`src/rtl/uart_cfg_if.sv`:
```
// Bus-side bundle for uart_cfg: runtime configuration, transmit handshake, receive status.
// Combinational bundle, no latency of its own.
// Transmit side uses tx_valid/tx_ready; the receive side has no backpressure (pulses only).
// Ports: master = register block (drives config and tx request), slave = the UART.
interface uart_cfg_if #(
  parameter int DATA_BITS = 8,
  parameter int DIV_WIDTH = 16
);
  logic [DIV_WIDTH-1:0] baud_div;
  logic                 parity_en;
  logic                 parity_odd;
  logic                 two_stop;
  logic                 tx_valid;
  logic [DATA_BITS-1:0] tx_data;
  logic                 tx_ready;
  logic                 tx_busy;
  logic                 rx_valid;
  logic [DATA_BITS-1:0] rx_data;
  logic                 rx_busy;
  logic                 parity_err;
  logic                 frame_err;
  logic                 break_det;

  modport master (
    output baud_div, parity_en, parity_odd, two_stop, tx_valid, tx_data,
    input  tx_ready, tx_busy, rx_valid, rx_data, rx_busy, parity_err, frame_err, break_det
  );

  modport slave (
    input  baud_div, parity_en, parity_odd, two_stop, tx_valid, tx_data,
    output tx_ready, tx_busy, rx_valid, rx_data, rx_busy, parity_err, frame_err, break_det
  );
endinterface

```
`src/rtl/uart_cfg.sv`:
```
// Runtime-configurable UART: oversampling baud dividers, optional parity, 1/2 stop bits.
// TX: tx drops the cycle after acceptance; RX status pulses one cycle after the stop sample.
// TX backpressure via tx_ready (IDLE only); RX has none, a new word overwrites rx_data.
// Ports: clk, rst_n (async, active low), bus (uart_cfg_if.slave), tx (serial out), rx (serial in).
// Optional: define UART_BREAK_DETECT_EN to report all-zero frames on break_det.
module uart_cfg #(
  parameter int DATA_BITS  = 8,
  parameter int OVERSAMPLE = 16,
  parameter int DIV_WIDTH  = 16
) (
  input  logic      clk,
  input  logic      rst_n,
  uart_cfg_if.slave bus,
  output logic      tx,
  input  logic      rx
);
  localparam int OSW = $clog2(OVERSAMPLE);
  localparam int BW  = $clog2(DATA_BITS);
  localparam logic [OSW-1:0] OS_LAST  = OSW'(OVERSAMPLE - 1);
  localparam logic [OSW-1:0] OS_HALF  = OSW'(OVERSAMPLE / 2 - 1);
  localparam logic [BW-1:0]  BIT_LAST = BW'(DATA_BITS - 1);

  // A divisor of 0 behaves as 1; the register holds divisor-1 as the reload value.
  logic [DIV_WIDTH-1:0] div_rld;
  assign div_rld = (bus.baud_div == '0) ? '0 : bus.baud_div - DIV_WIDTH'(1);

  // ---------------- transmitter ----------------
  typedef enum logic [2:0] {TX_IDLE, TX_START, TX_DATA, TX_PAR, TX_STOP} tx_state_t;
  tx_state_t tx_st, tx_nx;

  logic [DIV_WIDTH-1:0] tx_div_cnt, tx_div_rld;
  logic [OSW-1:0]       tx_os;
  logic [BW-1:0]        tx_bit;
  logic [DATA_BITS-1:0] tx_sh;
  logic                 tx_par_en, tx_two, tx_par_bit, tx_q;
  logic                 tx_acc, tx_tick, tx_bend;

  assign tx_acc  = bus.tx_valid && (tx_st == TX_IDLE);
  assign tx_tick = (tx_st != TX_IDLE) && (tx_div_cnt == '0);
  assign tx_bend = tx_tick && (tx_os == OS_LAST);

  always_ff @(posedge clk or negedge rst_n) begin
    if (!rst_n) tx_st <= TX_IDLE;
    else        tx_st <= tx_nx;
  end

  always_comb begin
    tx_nx = tx_st;
    case (tx_st)
      TX_IDLE:  if (bus.tx_valid) tx_nx = TX_START;
      TX_START: if (tx_bend) tx_nx = TX_DATA;
      TX_DATA:  if (tx_bend && tx_bit == BIT_LAST) tx_nx = tx_par_en ? TX_PAR : TX_STOP;
      TX_PAR:   if (tx_bend) tx_nx = TX_STOP;
      // tx_bit counts stop bits here: 0 for the first, 1 for the second
      TX_STOP:  if (tx_bend && tx_bit == BW'(tx_two)) tx_nx = TX_IDLE;
      default:  tx_nx = TX_IDLE;
    endcase
  end

  always_ff @(posedge clk or negedge rst_n) begin
    if (!rst_n) begin
      tx_div_cnt <= '0;
      tx_div_rld <= '0;
      tx_os      <= '0;
      tx_bit     <= '0;
      tx_sh      <= '0;
      tx_par_en  <= 1'b0;
      tx_two     <= 1'b0;
      tx_par_bit <= 1'b0;
      tx_q       <= 1'b1;
    end else if (tx_acc) begin
      tx_div_cnt <= div_rld;
      tx_div_rld <= div_rld;
      tx_os      <= '0;
      tx_bit     <= '0;
      tx_sh      <= bus.tx_data;
      tx_par_en  <= bus.parity_en;
      tx_two     <= bus.two_stop;
      tx_par_bit <= (^bus.tx_data) ^ bus.parity_odd;
      tx_q       <= 1'b0;
    end else if (tx_st != TX_IDLE) begin
      tx_div_cnt <= tx_tick ? tx_div_rld : tx_div_cnt - DIV_WIDTH'(1);
      if (tx_tick) tx_os <= tx_bend ? '0 : tx_os + OSW'(1);
      // the line value for the next bit is registered as the current bit ends
      if (tx_bend) begin
        case (tx_nx)
          TX_DATA: begin
            if (tx_st == TX_DATA) begin
              tx_sh  <= tx_sh >> 1;
              tx_q   <= tx_sh[1];
              tx_bit <= tx_bit + BW'(1);
            end else begin
              tx_q <= tx_sh[0];
            end
          end
          TX_PAR:  tx_q <= tx_par_bit;
          TX_STOP: begin
            tx_q   <= 1'b1;
            tx_bit <= (tx_st == TX_STOP) ? tx_bit + BW'(1) : '0;
          end
          default: tx_q <= 1'b1;
        endcase
      end
    end
  end

  assign tx           = tx_q;
  assign bus.tx_ready = (tx_st == TX_IDLE);
  assign bus.tx_busy  = (tx_st != TX_IDLE);

  // ---------------- receiver ----------------
  typedef enum logic [2:0] {RX_IDLE, RX_START, RX_DATA, RX_PAR, RX_STOP, RX_WAIT} rx_state_t;
  rx_state_t rx_st, rx_nx;

  logic                 rx_s1, rx_s2, rx_prev;
  logic [DIV_WIDTH-1:0] rx_div_cnt, rx_div_rld;
  logic [OSW-1:0]       rx_os;
  logic [BW-1:0]        rx_bit;
  logic [DATA_BITS-1:0] rx_sh, rx_dat_q;
  logic                 rx_par_en, rx_par_odd, rx_pbit;
  logic                 rx_vld_q, perr_q, ferr_q;
  logic                 rx_edge, rx_tick, rx_half, rx_samp, par_ok, rx_brk;

  assign rx_edge = rx_prev && !rx_s2;
  assign rx_tick = (rx_st != RX_IDLE) && (rx_st != RX_WAIT) && (rx_div_cnt == '0);
  assign rx_half = rx_tick && (rx_st == RX_START) && (rx_os == OS_HALF);
  assign rx_samp = rx_tick && (rx_st != RX_START) && (rx_os == OS_LAST);
  assign par_ok  = !rx_par_en || (((^rx_sh) ^ rx_pbit ^ rx_par_odd) == 1'b0);

`ifdef UART_BREAK_DETECT_EN
  logic brk_q;
  assign rx_brk        = !rx_s2 && (rx_sh == '0) && !(rx_par_en && rx_pbit);
  assign bus.break_det = brk_q;
`else
  assign rx_brk        = 1'b0;
  assign bus.break_det = 1'b0;
`endif

  always_ff @(posedge clk or negedge rst_n) begin
    if (!rst_n) rx_st <= RX_IDLE;
    else        rx_st <= rx_nx;
  end

  always_comb begin
    rx_nx = rx_st;
    case (rx_st)
      RX_IDLE:  if (rx_edge) rx_nx = RX_START;
      RX_START: if (rx_half) rx_nx = rx_s2 ? RX_IDLE : RX_DATA;
      RX_DATA:  if (rx_samp && rx_bit == BIT_LAST) rx_nx = rx_par_en ? RX_PAR : RX_STOP;
      RX_PAR:   if (rx_samp) rx_nx = RX_STOP;
      // a low stop bit parks the receiver until the line idles, so a held-low line cannot retrigger
      RX_STOP:  if (rx_samp) rx_nx = rx_s2 ? RX_IDLE : RX_WAIT;
      RX_WAIT:  if (rx_s2) rx_nx = RX_IDLE;
      default:  rx_nx = RX_IDLE;
    endcase
  end

  always_ff @(posedge clk or negedge rst_n) begin
    if (!rst_n) begin
      rx_s1      <= 1'b1;
      rx_s2      <= 1'b1;
      rx_prev    <= 1'b1;
      rx_div_cnt <= '0;
      rx_div_rld <= '0;
      rx_os      <= '0;
      rx_bit     <= '0;
      rx_sh      <= '0;
      rx_dat_q   <= '0;
      rx_par_en  <= 1'b0;
      rx_par_odd <= 1'b0;
      rx_pbit    <= 1'b0;
      rx_vld_q   <= 1'b0;
      perr_q     <= 1'b0;
      ferr_q     <= 1'b0;
`ifdef UART_BREAK_DETECT_EN
      brk_q      <= 1'b0;
`endif
    end else begin
      rx_s1    <= rx;
      rx_s2    <= rx_s1;
      rx_prev  <= rx_s2;
      rx_vld_q <= 1'b0;
      perr_q   <= 1'b0;
      ferr_q   <= 1'b0;
`ifdef UART_BREAK_DETECT_EN
      brk_q    <= 1'b0;
`endif
      if (rx_st == RX_IDLE && rx_edge) begin
        rx_div_cnt <= div_rld;
        rx_div_rld <= div_rld;
        rx_os      <= '0;
        rx_bit     <= '0;
        rx_pbit    <= 1'b0;
        rx_par_en  <= bus.parity_en;
        rx_par_odd <= bus.parity_odd;
      end else if (rx_st != RX_IDLE && rx_st != RX_WAIT) begin
        rx_div_cnt <= rx_tick ? rx_div_rld : rx_div_cnt - DIV_WIDTH'(1);
        // realigning at mid start bit puts every later sample at mid-bit
        if (rx_tick) rx_os <= (rx_half || rx_samp) ? '0 : rx_os + OSW'(1);
        if (rx_samp) begin
          case (rx_st)
            RX_DATA: begin
              rx_sh  <= {rx_s2, rx_sh[DATA_BITS-1:1]};
              rx_bit <= rx_bit + BW'(1);
            end
            RX_PAR:  rx_pbit <= rx_s2;
            RX_STOP: begin
              if (rx_brk) begin
`ifdef UART_BREAK_DETECT_EN
                brk_q <= 1'b1;
`endif
              end else begin
                rx_dat_q <= rx_sh;
                ferr_q   <= !rx_s2;
                perr_q   <= !par_ok;
                rx_vld_q <= rx_s2 && par_ok;
              end
            end
            default: ;
          endcase
        end
      end
    end
  end

  assign bus.rx_valid   = rx_vld_q;
  assign bus.rx_data    = rx_dat_q;
  assign bus.parity_err = perr_q;
  assign bus.frame_err  = ferr_q;
  assign bus.rx_busy    = (rx_st != RX_IDLE);
endmodule
```
`src/flat_wrapper.sv`:
```
// flat-port wrapper written by rule: the top's interface ports become plain ports
module uart_cfg_flat 
#(
  parameter int DATA_BITS  = 8,
  parameter int OVERSAMPLE = 16,
  parameter int DIV_WIDTH  = 16
)
  (clk, rst_n, tx, rx, bus_baud_div, bus_parity_en, bus_parity_odd, bus_two_stop, bus_tx_valid, bus_tx_data, bus_tx_ready, bus_tx_busy, bus_rx_valid, bus_rx_data, bus_rx_busy, bus_parity_err, bus_frame_err, bus_break_det);
  uart_cfg_if #(.DATA_BITS(DATA_BITS), .DIV_WIDTH(DIV_WIDTH)) bus_i ();
  input  logic clk;
  input  logic rst_n;
  output logic tx;
  input  logic rx;
  input wire logic [$bits(bus_i.baud_div)-1:0] bus_baud_div;
  input wire logic [$bits(bus_i.parity_en)-1:0] bus_parity_en;
  input wire logic [$bits(bus_i.parity_odd)-1:0] bus_parity_odd;
  input wire logic [$bits(bus_i.two_stop)-1:0] bus_two_stop;
  input wire logic [$bits(bus_i.tx_valid)-1:0] bus_tx_valid;
  input wire logic [$bits(bus_i.tx_data)-1:0] bus_tx_data;
  output wire logic [$bits(bus_i.tx_ready)-1:0] bus_tx_ready;
  output wire logic [$bits(bus_i.tx_busy)-1:0] bus_tx_busy;
  output wire logic [$bits(bus_i.rx_valid)-1:0] bus_rx_valid;
  output wire logic [$bits(bus_i.rx_data)-1:0] bus_rx_data;
  output wire logic [$bits(bus_i.rx_busy)-1:0] bus_rx_busy;
  output wire logic [$bits(bus_i.parity_err)-1:0] bus_parity_err;
  output wire logic [$bits(bus_i.frame_err)-1:0] bus_frame_err;
  output wire logic [$bits(bus_i.break_det)-1:0] bus_break_det;
  assign bus_i.baud_div = bus_baud_div;
  assign bus_i.parity_en = bus_parity_en;
  assign bus_i.parity_odd = bus_parity_odd;
  assign bus_i.two_stop = bus_two_stop;
  assign bus_i.tx_valid = bus_tx_valid;
  assign bus_i.tx_data = bus_tx_data;
  assign bus_tx_ready = bus_i.tx_ready;
  assign bus_tx_busy = bus_i.tx_busy;
  assign bus_rx_valid = bus_i.rx_valid;
  assign bus_rx_data = bus_i.rx_data;
  assign bus_rx_busy = bus_i.rx_busy;
  assign bus_parity_err = bus_i.parity_err;
  assign bus_frame_err = bus_i.frame_err;
  assign bus_break_det = bus_i.break_det;
  uart_cfg #(.DATA_BITS(DATA_BITS), .OVERSAMPLE(OVERSAMPLE), .DIV_WIDTH(DIV_WIDTH)) u_core (.clk(clk), .rst_n(rst_n), .bus(bus_i), .tx(tx), .rx(rx));
endmodule
```
`config.mk`:
```
export PLATFORM = sky130hd
export DESIGN_NAME = uart_cfg_flat
export DESIGN_NICKNAME = d
export VERILOG_FILES = /design/src/rtl/uart_cfg_if.sv /design/src/rtl/uart_cfg.sv /design/src/flat_wrapper.sv
export SDC_FILE = /design/constraint.sdc
export NUM_CORES = 1
export LEC_CHECK = 0
export ABC_AREA = 1
export BUFFER_PORTS_ARGS = -buffer_cell sky130_fd_sc_hd__buf_4
export CAP_MARGIN = 20
export CORE_MARGIN = 3
export CORE_UTILIZATION = 63
export CTS_BUF_LIST = sky130_fd_sc_hd__clkbuf_8
export DETAILED_ROUTE_END_ITERATION = 12
export GPL_TIMING_DRIVEN = 0
export PLACE_DENSITY = 0.87
export SLEW_MARGIN = 20
export SYNTH_ARGS = -nofsm -noshare
export SYNTH_HDL_FRONTEND = slang
export SYNTH_SLANG_ARGS = --single-unit
```
`constraint.sdc`:
```
create_clock -name clk -period 2.4 [get_ports clk]
set_input_delay 0.24 -clock clk [delete_from_list [all_inputs] [get_ports clk]]
set_output_delay 0.24 -clock clk [all_outputs]
set_load 0.02 [all_outputs]
```
==> metrics.cfg <==
[outcome]
status=finished, final reports clean

[critical_path]
cp_data_required_time_ns=2.73
r2r-start=u_core.rx_div_cnt[0]
max_stage_delay_ns=0.38
reg2reg_slack_ns=0.19
arrival_ns=2.53
path_cells=inv_2 > ha_2 > nand3_2 > nor2_1 > and2_4 > nand2_4 > inv_4 > nand2_2 > nor2_2 > buf_4 > nand2_1 > o21ai_1 > inv_1
start_kind=flop
crit_fanout=10
rr_endpoint=u_core.rx_sh[6]
rr_worst_depth=13
endpoint_kind=flop
path_class=reg2reg
cp_slowest_cell=dfrtp_1

[global_routing]
grt_max_degree=82
antenna_found_initial=0
grt_pass1_vias=6085
grt_usage=0.2843
grt_pass1_wl_mm=28.52
overflow=0

[die]
core-area_sq_um=10510
die_area_sq_um=12270
die_h_um=110.8
start_util=0.6578
row_count=37
io_pins=47
die_width_um=110.8

[synth]
ys_ff_latch=121
synth_top_area_share=0.4235
synth_most_common_cell=nand2_1
synthesis.nets=934
seq_area_frac_synth=0.4387
yosysWarnings=0
ys_async_sr_fraction=1.000
syn_area_sq_um=6913
synth_cell_types=53
synth_edf_count=0
synth_common_cells=235 x nand2_1, 117 x dfrtp_1, 101 x nor2_1
synth_flop_cell=dfrtp_1
avgSynthCellArea_sq_um=7.741
synth_area_leader_cell=dfrtp_1
netlist_instances=893
synth_area_leaders=dfrtp_1 42%, nand2_1 13%, nor2_1 5.5%

[sta]
tightestPinTransition_ns=0.5906
slew_viol_final=0
setup_viol=0
clock_skew_ns=0.008363
fin_tns_setup_ns=0
rsz0062_at_grt=no
timing.final.crit_share=0.9193
whs_ns=0.02664
relSlewSlack=0.6063
period_minus_slack_ns=2.206
setup_ws_ns=0.1936
max_freq_mhz=453.2
timing.final.hold_violations=0

[hold_path]
hold_path_class=in2reg
holdPathEnd=u_core.tx_two
hold_path_depth=3
hp-start=bus_two_stop

[cells_and_area]
multiInputGateArea_sq_um=3353
filler_cell_count=794
syn_to_final_growth_pct=14.97
fin_util=0.7563
drive_above_1_share=0.1593
register_area_sq_um=3033
final_nets=1001
diodes=0

[detailed_routing]
routed_via_density=5.638
finalWirelength_mm=16.71
vias=6252
wl_per_cell_um=15.07
drt_first_pass_iters=5
ant_nets=0
drt_iter0_drc=630
remaining_drc_errors=0

[pwr]
peakVddDrop_mv=0.9531
power_density_nw_per_um2=924.9
leakage_uw=0.004034

[clock_tree]
cts.sinks=121
clockRootBuffer=clkbuf_8
numCtsBuffers=17
h-tree-depth=4
clockBufferDepth=2
path_clk_slew_ns=0.07
post-cts-setup-buffers=0
cts_tree=built
clock_latency_ns=0.45

[placement]
portBuffers=45
globalplace.congestion=0.9610
hpwl_mm=12.13
post-place-ws_ns=0.2047

[flow_run]
cap_violations=0

## worst max path at each step
stage	from	end	slack, ns	depth (start not counted)
floorplan	u_core.rx_div_cnt[0]	u_core.rx_bit[1]	0.63	13
global placement	u_core.rx_div_cnt[0]	u_core.bus.rx_data[7]	0.28	10
detailed placement	u_core.rx_div_cnt[0]	u_core.bus.rx_data[3]	0.20	10
CTS	u_core.rx_div_cnt[0]	u_core.rx_sh[6]	0.16	13
global route	u_core.rx_div_cnt[0]	u_core.rx_sh[6]	0.02	13
finish	u_core.rx_div_cnt[0]	u_core.rx_sh[6]	0.19	13
## metal layers
layer / up-vias / share of wire / global-route usage
li1: 3040 / - / -
met1: 2969 / 0.43 / 0.3635
met2: 211 / 0.50 / 0.4834
met3: 32 / 0.059 / 0.05240
met4: 0 / 0.017 / 0.1043
met5: - / 0 / 0
## logic make-up after synthesis
group	synth area share
AOI/OAI and AO/OA	0.1242
xor gates and xnor gates	0.04941
adders and majority gates	0.01810
buffers and inverters	0.07692
DFF	0.4387
muxes	0.001448
other	0.0005425
and+or+nand+nor	0.2907
## sequential cells by signal, indices dropped and copies added (netlist names), 3 cells and up
| signal | flops |
|---|---|
| u_core.rx_div_cnt | 16 |
| u_core.rx_div_rld | 16 |
| u_core.tx_div_cnt | 16 |
| u_core.tx_div_rld | 16 |
| u_core.bus.rx_data | 8 |
| u_core.rx_sh | 8 |
| u_core.tx_sh | 8 |
| u_core.rx_os | 4 |
| u_core.tx_os | 4 |
| u_core.rx_bit | 3 |
| u_core.rx_st | 3 |
| u_core.tx_bit | 3 |
| u_core.tx_st | 3 |
## final cells by class
class / instances / area share
sequential: 121 / 0.3816
inverter: 109 / 0.05179
clock buffer: 20 / 0.03463
clock inverter: 12 / 0.02456
buffer: 23 / 0.01511
timing repair buffer: 48 / 0.04896
tap: 136 / 0.02141
multi-input combinational: 640 / 0.4219
## where the power goes
group	internal, uW	switching (uW)
clock	1310	835
sequential	2510	427
combinational	869	1390
total	4690	2660
## cell usage in the layout (no fill, tap or decap), drive strengths merged, types with 5 or more instances in the layout
cell type  Yosys  routed
a21oi         24      24
a31oi         14      14
buf           18      64
bufinv         0       5
clkbuf         5      25
dfrtp        117     117
ha            10      10
inv          109     109
nand2        244     244
nand3         52      52
nand4         14      14
nor2         117     117
nor3          12      12
o211ai        14      14
o21ai         59      59
o221ai         5       5
o31ai          6       6
xnor2         16      16
xor2          23      23
## through the flow
| step | total power [uW] | std cells | cell area [sq um] |
|---|---|---|---|
| 2_1_floorplan | 4571 | 893 | 6913 |
| 3_3_place_gp | 5054 | 1074 | 7421 |
| 3_5_place_dp | 5167 | 1075 | 7452 |
| 4_1_cts | 7330 | 1109 | 7943 |
| 5_1_grt | 7814 | 1109 | 7948 |
| 6_report | 7351 | 1109 | 7948 |
## critical path: cells and delay by family (launching register included)
| kind | cells | cell delay (ns) |
|---|---|---|
| flops | 1 | 0.38 |
| simple gates | 7 | 0.86 |
| fa+ha+maj | 1 | 0.21 |
| buf+inv | 4 | 0.49 |
| compound gates | 1 | 0.13 |
## what timing repair did
item                                    4_1_cts  5_1_grt
hold endpoints to repair                     38        0
gates resized for setup                       0        3
endpoints found under the setup margin        0       10
hold buffers                                  2        0
(Power assumes the default switching activity.)
